--- config.mk ---
export PLATFORM = sky130hd
export DESIGN_NAME = sequence_gen
export DESIGN_NICKNAME = d
export VERILOG_FILES = /design/src/rtl/sequence_gen.sv
export SDC_FILE = /design/constraint.sdc
export NUM_CORES = 1
export LEC_CHECK = 0
export CELL_PAD_IN_SITES_DETAIL_PLACEMENT = 1
export CELL_PAD_IN_SITES_GLOBAL_PLACEMENT = 1
export CORE_AREA = 2 2 39 41
export CTS_CLUSTER_DIAMETER = 100
export DETAILED_ROUTE_END_ITERATION = 8
export DIE_AREA = 0 0 41 43
export GPL_ROUTABILITY_DRIVEN = 0
export HOLD_SLACK_MARGIN = 0.08
export PLACE_DENSITY = 0.64
export SLEW_MARGIN = 40
export SYNTH_ARGS = -nofsm -noshare
export SYNTH_HDL_FRONTEND = slang
export SYNTH_SLANG_ARGS = --single-unit
--- constraint.sdc ---
create_clock -name clk -period 1.49 [get_ports clk]
set_clock_uncertainty 0.2 [all_clocks]
set_input_delay 0.298 -clock clk [delete_from_list [all_inputs] [get_ports clk]]
set_output_delay 0.298 -clock clk [all_outputs]
set_load 0.02 [all_outputs]
--- src/rtl/sequence_gen.sv ---
// Fixed eight-entry 4-bit pattern generator: A, B, E, 7, F, 2, 0, D, advancing
// one entry per enabled clock, with a registered output and synchronous reset.
module sequence_gen (
    input  logic       clk,
    input  logic       reset,
    input  logic       enable,
    output logic [3:0] data
);

    logic [2:0] idx;
    logic [3:0] rom_value;

    always_comb begin
        // NOTE: a default on every path of a combinational block keeps synthesis
        // from inferring a latch when a case item is ever left uncovered.
        rom_value = 4'h0;
        case (idx)
            3'd0: rom_value = 4'hA;
            3'd1: rom_value = 4'hB;
            3'd2: rom_value = 4'hE;
            3'd3: rom_value = 4'h7;
            3'd4: rom_value = 4'hF;
            3'd5: rom_value = 4'h2;
            3'd6: rom_value = 4'h0;
            3'd7: rom_value = 4'hD;
            default: rom_value = 4'h0;
        endcase
    end

    // The 3-bit index wraps from 7 to 0 by plain rollover.
    always_ff @(posedge clk) begin
        // NOTE: registers take non-blocking assignments so every flop samples
        // pre-edge values, independent of statement order.
        if (reset) begin
            data <= 4'h0;
            idx  <= 3'd0;
        end else if (enable) begin
            data <= rom_value;
            idx  <= idx + 3'd1;
        end
    end

endmodule

Word-level counts from Yosys, hierarchy flattened
Memories as Yosys holds them, arrays and structs flattened. A register that Yosys moved wholly into a read port is not among the register bits.
Cells that the tools add are included.

word-level totals
  register bits = 3
  memory bits (read-only) = 32
  bits of input ports = 3
  output and inout bits = 4
  word-level logic and storage cells = 3
  memories kept = 1

operators by class
  add/subtract/negate cells = 1

memory list
  name              depth  width  rd ports  clocked after Yosys merged registers in  write ports  RTL line  text
  (name not given)  8      4      1         1                                        0            17        case (idx)

operator list
  operator             number
  $add 3x1->3 const B  1

Logic depth before layout (Yosys ltp)
Gate-level depths: netlist of the first run.

  word-level depth = 1
  mapped depth = 3
  mapped depth without buffers = 3

Worst setup path after synthesis of the first run
OpenSTA, ideal clock, no wires.

  kind = register -> register
  start point = register idx[1]
  end point = register data[2]
  library setup time = 88 ps
  arrival = 1026 ps
  required time = 1202 ps
  path slack = 176 ps
  cell stages (with the launch flop) = 4
  path through = dfxtp_1 -> ha_1 -> and2_4 -> o32ai_2

RTL lines
  item                    RTL line  text
  from (decl)             10        logic [2:0] idx;
  from (signal assigned)  39        idx <= idx + 3'd1;
  to (decl)               7         output logic [3:0] data

Final worst setup path of the first run
  start point = register data[2]
  end point = output data[2]

No word-level cell between the ends.

==> results of run 1 <==
stage by stage:
step                      setup TNS [ps]  power (mW)  setup slack, ps  instance area, sq um
after floorplan                        0       0.275              176                   372
after global placement             -54.0       0.311            -37.3                   472
after detailed placement            -103       0.314            -74.5                   472
after CTS                              0       0.494             35.0                   494
after global routing                   0       0.513             2.09                   495
final                                  0       0.480             60.4                   495
state kept, by name (all words and copies together) (netlist names):
register,count
data,4
idx,3
metal layers:
metal | GRT usage (%) | wire length (um) | vias to the layer above
met5 | 0 | 0 | -
li1 | - | - | 135
met3 | 3.14 | 51 | 0
met4 | 6.00 | 0 | 0
met2 | 16.6 | 357 | 6
met1 | 12.0 | 283 | 137
worst max-delay path by stage:
stage / depth (start not counted) / startpoint / endpoint / slack (ps)
floorplan: 3 / idx[1]$_SDFFE_PP0P_ / data[2]$_SDFFE_PP0P_ / 180
global placement: 4 / enable / data[3]$_SDFFE_PP0P_ / -40
detailed placement: 4 / enable / data[3]$_SDFFE_PP0P_ / -70
CTS: 1 / data[3]$_SDFFE_PP0P_ / data[3] / 30
global route: 3 / idx[0]$_SDFFE_PP0P_ / data[3]$_SDFFE_PP0P_ / 2
finish: 1 / data[2]$_SDFFE_PP0P_ / data[2] / 60
layout make-up:
type                    instances  area, sq um  area share, %
flip-flops and latches          7          140           28.3
repair buffers                 10         98.8           19.9
well taps                      16         20.0           4.04
clock inverters                 1         5.00           1.01
clock buffers                   3         22.5           4.55
multi-input cells              23          209           42.2
power groups by stage:
| stage | Sequential, mW | Combinational (mW) | Clock (mW) |
|---|---|---|---|
| floorplan | 0.225 | 0.0498 | 0 |
| global placement | 0.215 | 0.0966 | 0 |
| detailed placement | 0.216 | 0.0987 | 0 |
| CTS | 0.211 | 0.0939 | 0.189 |
| global route | 0.213 | 0.102 | 0.198 |
| finish | 0.211 | 0.0926 | 0.177 |
Yosys cell counts:
cell / count
a21bo_1: 1
and2_4: 1
mux2i_1: 1
o32ai_2: 2
nor2b_1: 1
a21oi_1: 1
nor2_2: 1
buf_6: 2
nor2_1: 4
nand2b_2: 2
nand3b_1: 1
nand2b_4: 1
xnor2_1: 1
dfxtp_1: 7
ha_1: 2
nand2b_1: 2
a311oi_2: 2
timing repair:
item                       CTS  global route
cloned                       0             0
buffers inserted             0             0
resized for setup            4             1
setup endpoints to repair    4             1
kinds of logic (layout without fill, tap and decap cells):
group | Yosys count | in the layout | synth area share (%)
AND/OR/NAND/NOR | 13 | 13 | 23.6
buffers and inverters | 2 | 14 | 6.06
flip-flops | 7 | 7 | 37.7
AO/OA/AOI/OAI | 6 | 6 | 20.9
multiplexers | 1 | 1 | 2.69
adder cells (fa/ha/maj) | 2 | 2 | 6.73
XOR/XNOR | 1 | 1 | 2.36
==> results.ini, run 1 <==
[status]
status = finished clean

[die]
fp-row-count = 14
die_height_um = 43
initial_core_util_pct = 26.9
die_w_um = 41
boundaryPins = 7
die_area_sq_um = 1760
coreArea_sq_um = 1380

[global_route]
grt_pass1_wl_mm = 1.23
track_usage_pct = 10.6
antenna_found_initial = 0
gr-total-overflow = 0
grt_pass1_vias = 301
grt_max_degree = 12

[worst_setup_path]
crit-reg2reg-launch = idx[0]$_SDFFE_PP0P_
critPathRequiredTime_ps = 990
critical_path.top_delay_family = flip-flops
max_stage_delay_ps = 340
crit_arrival_ps = 930
crit_chain = dlygate4sd2_1
critical_path_class = reg -> out
worst_r2r_endpoint = data[3]$_SDFFE_PP0P_
timing.reg2reg.setup_slack_ps = 80
r2r_cells = 3
worst-path-buf-inv = 1
crit_slowest_cell = dfxtp_1
end_kind = primary output
crit_fanout = 2
cp-start-kind = register

[final_layout]
area_delta_synth_final_pct = 33.3
final_nets = 50
diodes = 0
layout_commonest_cell = dfxtp_1
final_util_pct = 35.8
instances_no_fill = 60
fillers = 160
drive_above_1_share_pct = 38.6
mostFrequentLayoutCells = dfxtp_1, nor2_1, clkbuf_4, dlygate4sd2_1, buf_4

[flow_run]
max_cap_violations = 0

[min_path]
hold_path_class = reg -> reg
min-delay-start = data[2]$_SDFFE_PP0P_
hold-path-endpoint = data[2]$_SDFFE_PP0P_
hold_depth = 2

[sta]
holdWs_ps = 295
max_freq_ghz = 0.700
min_period_ps = 1430
period_share_pct = 95.9
rsz0062_at_grt = no
tightest_slew_ps = 261
hold_viol = 0
slew_headroom_pct = 82.6
setup-violations-final = 0
drv_slew = 0

[logic_synthesis]
syn_nets = 37
synth_cell_type_count = 17
synth_area_sq_um = 372
avgSynthCellArea_sq_um = 11.6
synthTopCellsByArea = dfxtp_1, o32ai_2, a311oi_2
synth_area_leader_cell = dfxtp_1
synthCells = 32
synth_top_area_share_pct = 37.7
yosysWarnings = 0
ys_ff_latch = 7
ys_seq_area_share_pct = 37.7

[power]
p_clk_share_pct = 36.8
switching_share_pct = 27.5
power.internal_uw = 348
p_seq_share_pct = 43.9
power_density_nw_per_um2 = 970
p_leak_nw = 0.208
switching_power_uw = 132
vdd_ir_drop_max_v = 0.000346
combPwrFrac_pct = 19.3

[clock_network]
hold_buffers = 0
clk_path_buf_depth = 2
cts_buffers = 3
cts.sink_count = 7
cts_tree = yes
cts.clk_slew.worst_paths_ps = 60
htree_num_levels = 1
cts_root_buf = clkbuf_4
clkLatencyLatePin_ps = 250

[routing]
ant_nets = 0
drcViolationCount = 0
via_per_inst = 4.63
dr_total_vias = 278
wl_um = 691
drt_iter0_drc = 1
firstDrtPassIters = 2
wl_per_cell_um = 11.5

[place]
dpl.hpwl_um = 551
dpl.cell_count = 56
numPortBuffers = 6

Note: power is estimated with default switching activity, not from simulation.
==> run 2: changes to the inputs <==
--- a/config.mk
+++ b/config.mk
@@ -14,6 +14,7 @@
 export GPL_ROUTABILITY_DRIVEN = 0
 export HOLD_SLACK_MARGIN = 0.08
 export PLACE_DENSITY = 0.64
+export RECOVER_POWER = 100
 export SLEW_MARGIN = 40
 export SYNTH_ARGS = -nofsm -noshare
 export SYNTH_HDL_FRONTEND = slang
==> run 2 against run 1 <==
Effect of this change: count of clock-buffer cells in the layout did not move; register-to-register slack is essentially flat; die area unchanged; largest power group unchanged.
==> results.ini, run 2 (synthesis results as in run 1) <==
[worst_setup_path]
crit_slowest_cell = dfxtp_1
max_stage_delay_ps = 340  ; about the same
critical_path.top_delay_family = flip-flops
crit_chain = dlygate4sd2_1
cp-start-kind = register
worst-path-buf-inv = 1  ; unchanged
crit_fanout = 2  ; unchanged
crit_arrival_ps = 930  ; about the same
critical_path_class = reg -> out
end_kind = primary output
critPathRequiredTime_ps = 990  ; about the same

[routing]
dr_total_vias = 275  ; -1.1%
wl_per_cell_um = 11.6  ; +0.87%
drcViolationCount = 0  ; unchanged
wl_met3_um = 51  ; unchanged
ant_nets = 0  ; unchanged
wl_met1_um = 293  ; +3.5%
routed-wl-met2_um = 352  ; -1.4%
wl_um = 697  ; +0.87%
top_layer = met3
firstDrtPassIters = 2  ; unchanged
via_per_inst = 4.58  ; -1.1%
drt_iter0_drc = 1  ; unchanged

[sta]
max_freq_ghz = 0.700  ; about the same
hold_viol = 0  ; unchanged
rsz0062_at_grt = no
slew_headroom_pct = 80.9  ; -1.7 points
tightest_slew_ps = 287  ; +25.5 ps
setup_slack_ps = 60.5  ; +0.0638 ps
drv_slew = 0  ; unchanged
period_share_pct = 95.9  ; about the same
setup-violations-final = 0  ; unchanged
fin_setup_tns_ps = 0  ; unchanged
min_period_ps = 1430  ; -0.0638 ps

[final_layout]
reg.largest.list = data x4, idx x3
final_nets = 50  ; unchanged
final_util_pct = 34.3  ; -1.5 points
multiInputGateArea_sq_um = 203  ; -3.0%
mostFrequentLayoutCells = dfxtp_1, nor2_1, clkbuf_4, dlygate4sd2_1, buf_4
final_cell_area_sq_um = 474  ; -4.3%
diodes = 0  ; unchanged
regArea_sq_um = 140  ; unchanged
top_register = data
largest_register_ffs = 4  ; unchanged
drive_above_1_share_pct = 36.4  ; -2.3 points
fillers = 162  ; +1.3%
layout_commonest_cell = dfxtp_1
area_delta_synth_final_pct = 27.6

[clock_network]
cts_tree = yes
cts_buffers = 3  ; unchanged
cts_root_buf = clkbuf_4
clkLatencyLatePin_ps = 250  ; about the same
cts.sink_count = 7  ; unchanged
cts.clk_slew.worst_paths_ps = 60  ; about the same
clk_path_buf_depth = 2  ; unchanged
htree_num_levels = 1  ; unchanged

[place]
dpl.hpwl_um = 551  ; unchanged
numPortBuffers = 6  ; unchanged
placed_area_sq_um = 472  ; unchanged
dp_slack_ps = -74.5  ; unchanged

[global_route]
grt_max_degree = 12  ; unchanged
track_usage_pct = 10.6  ; unchanged
antenna_found_initial = 0  ; unchanged
grt_pass1_wl_mm = 1.23  ; unchanged
grt_pass1_vias = 301  ; unchanged
gr-total-overflow = 0  ; unchanged

[power]
vdd_ir_drop_max_v = 0.000340  ; -1.8%
power_density_nw_per_um2 = 998  ; +2.9%
p_leak_nw = 0.202  ; -3.0%

[die]
initial_core_util_pct = 26.9  ; unchanged
die_area_sq_um = 1760  ; unchanged
die_w_um = 41  ; unchanged
coreArea_sq_um = 1380  ; unchanged
die_height_um = 43  ; unchanged
boundaryPins = 7  ; unchanged
fp-row-count = 14  ; unchanged

[min_path]
hold_path_class = reg -> reg

[status]
status = finished clean

[flow_run]
max_cap_violations = 0  ; unchanged

==> run 2: timing repair <==
| item | in CTS | in global routing |
|---|---|---|
| setup endpoints to repair | 4 | 1 |
| cloned | 0 | 0 |
| hold buffers | 0 | 0 |
| setup buffers | 0 | 0 |
| resized for setup | 4 | 1 |
==> run 2: per-stage QoR <==
step	cells	hold slack, ps	total power, mW
CTS	60	302	0.494
global placement	56	281	0.311
detailed placement	56	296	0.314
finish	60	296	0.473
floorplan	32	267	0.275
global route	60	325	0.505
==> run 2: layout make-up <==
class	count	share of cell area, %
clock buffers	3	4.75
clock inverters	1	1.06
multi-input cells	23	42.7
flip-flops and latches	7	29.6
well taps	16	4.22
repair buffers	10	17.7
==> run 2: layer usage <==
layer  vias up  global-route usage [%]
li1        134                       -
met1       135                    12.0
met2         6                    16.6
met3         0                    3.14
met4         0                    6.00
met5         -                       0
==> run 2: report_power, final <==
| part | total, mW | switching (mW) | internal (mW) |
|---|---|---|---|
| Combinational | 0.0851 | 0.0413 | 0.0439 |
| Sequential | 0.211 | 0.0103 | 0.201 |
| Clock | 0.177 | 0.0785 | 0.0985 |
==> run 2: path summary, 6_finish.rpt <==
path                   startpoint                   end  slack, ps  cells after the start
max          data[2]$_SDFFE_PP0P_               data[2]         60                      1
min          data[2]$_SDFFE_PP0P_  data[2]$_SDFFE_PP0P_        300                      2
max reg2reg   idx[0]$_SDFFE_PP0P_  data[3]$_SDFFE_PP0P_         80                      3
min reg2reg  data[2]$_SDFFE_PP0P_  data[2]$_SDFFE_PP0P_        300                      2
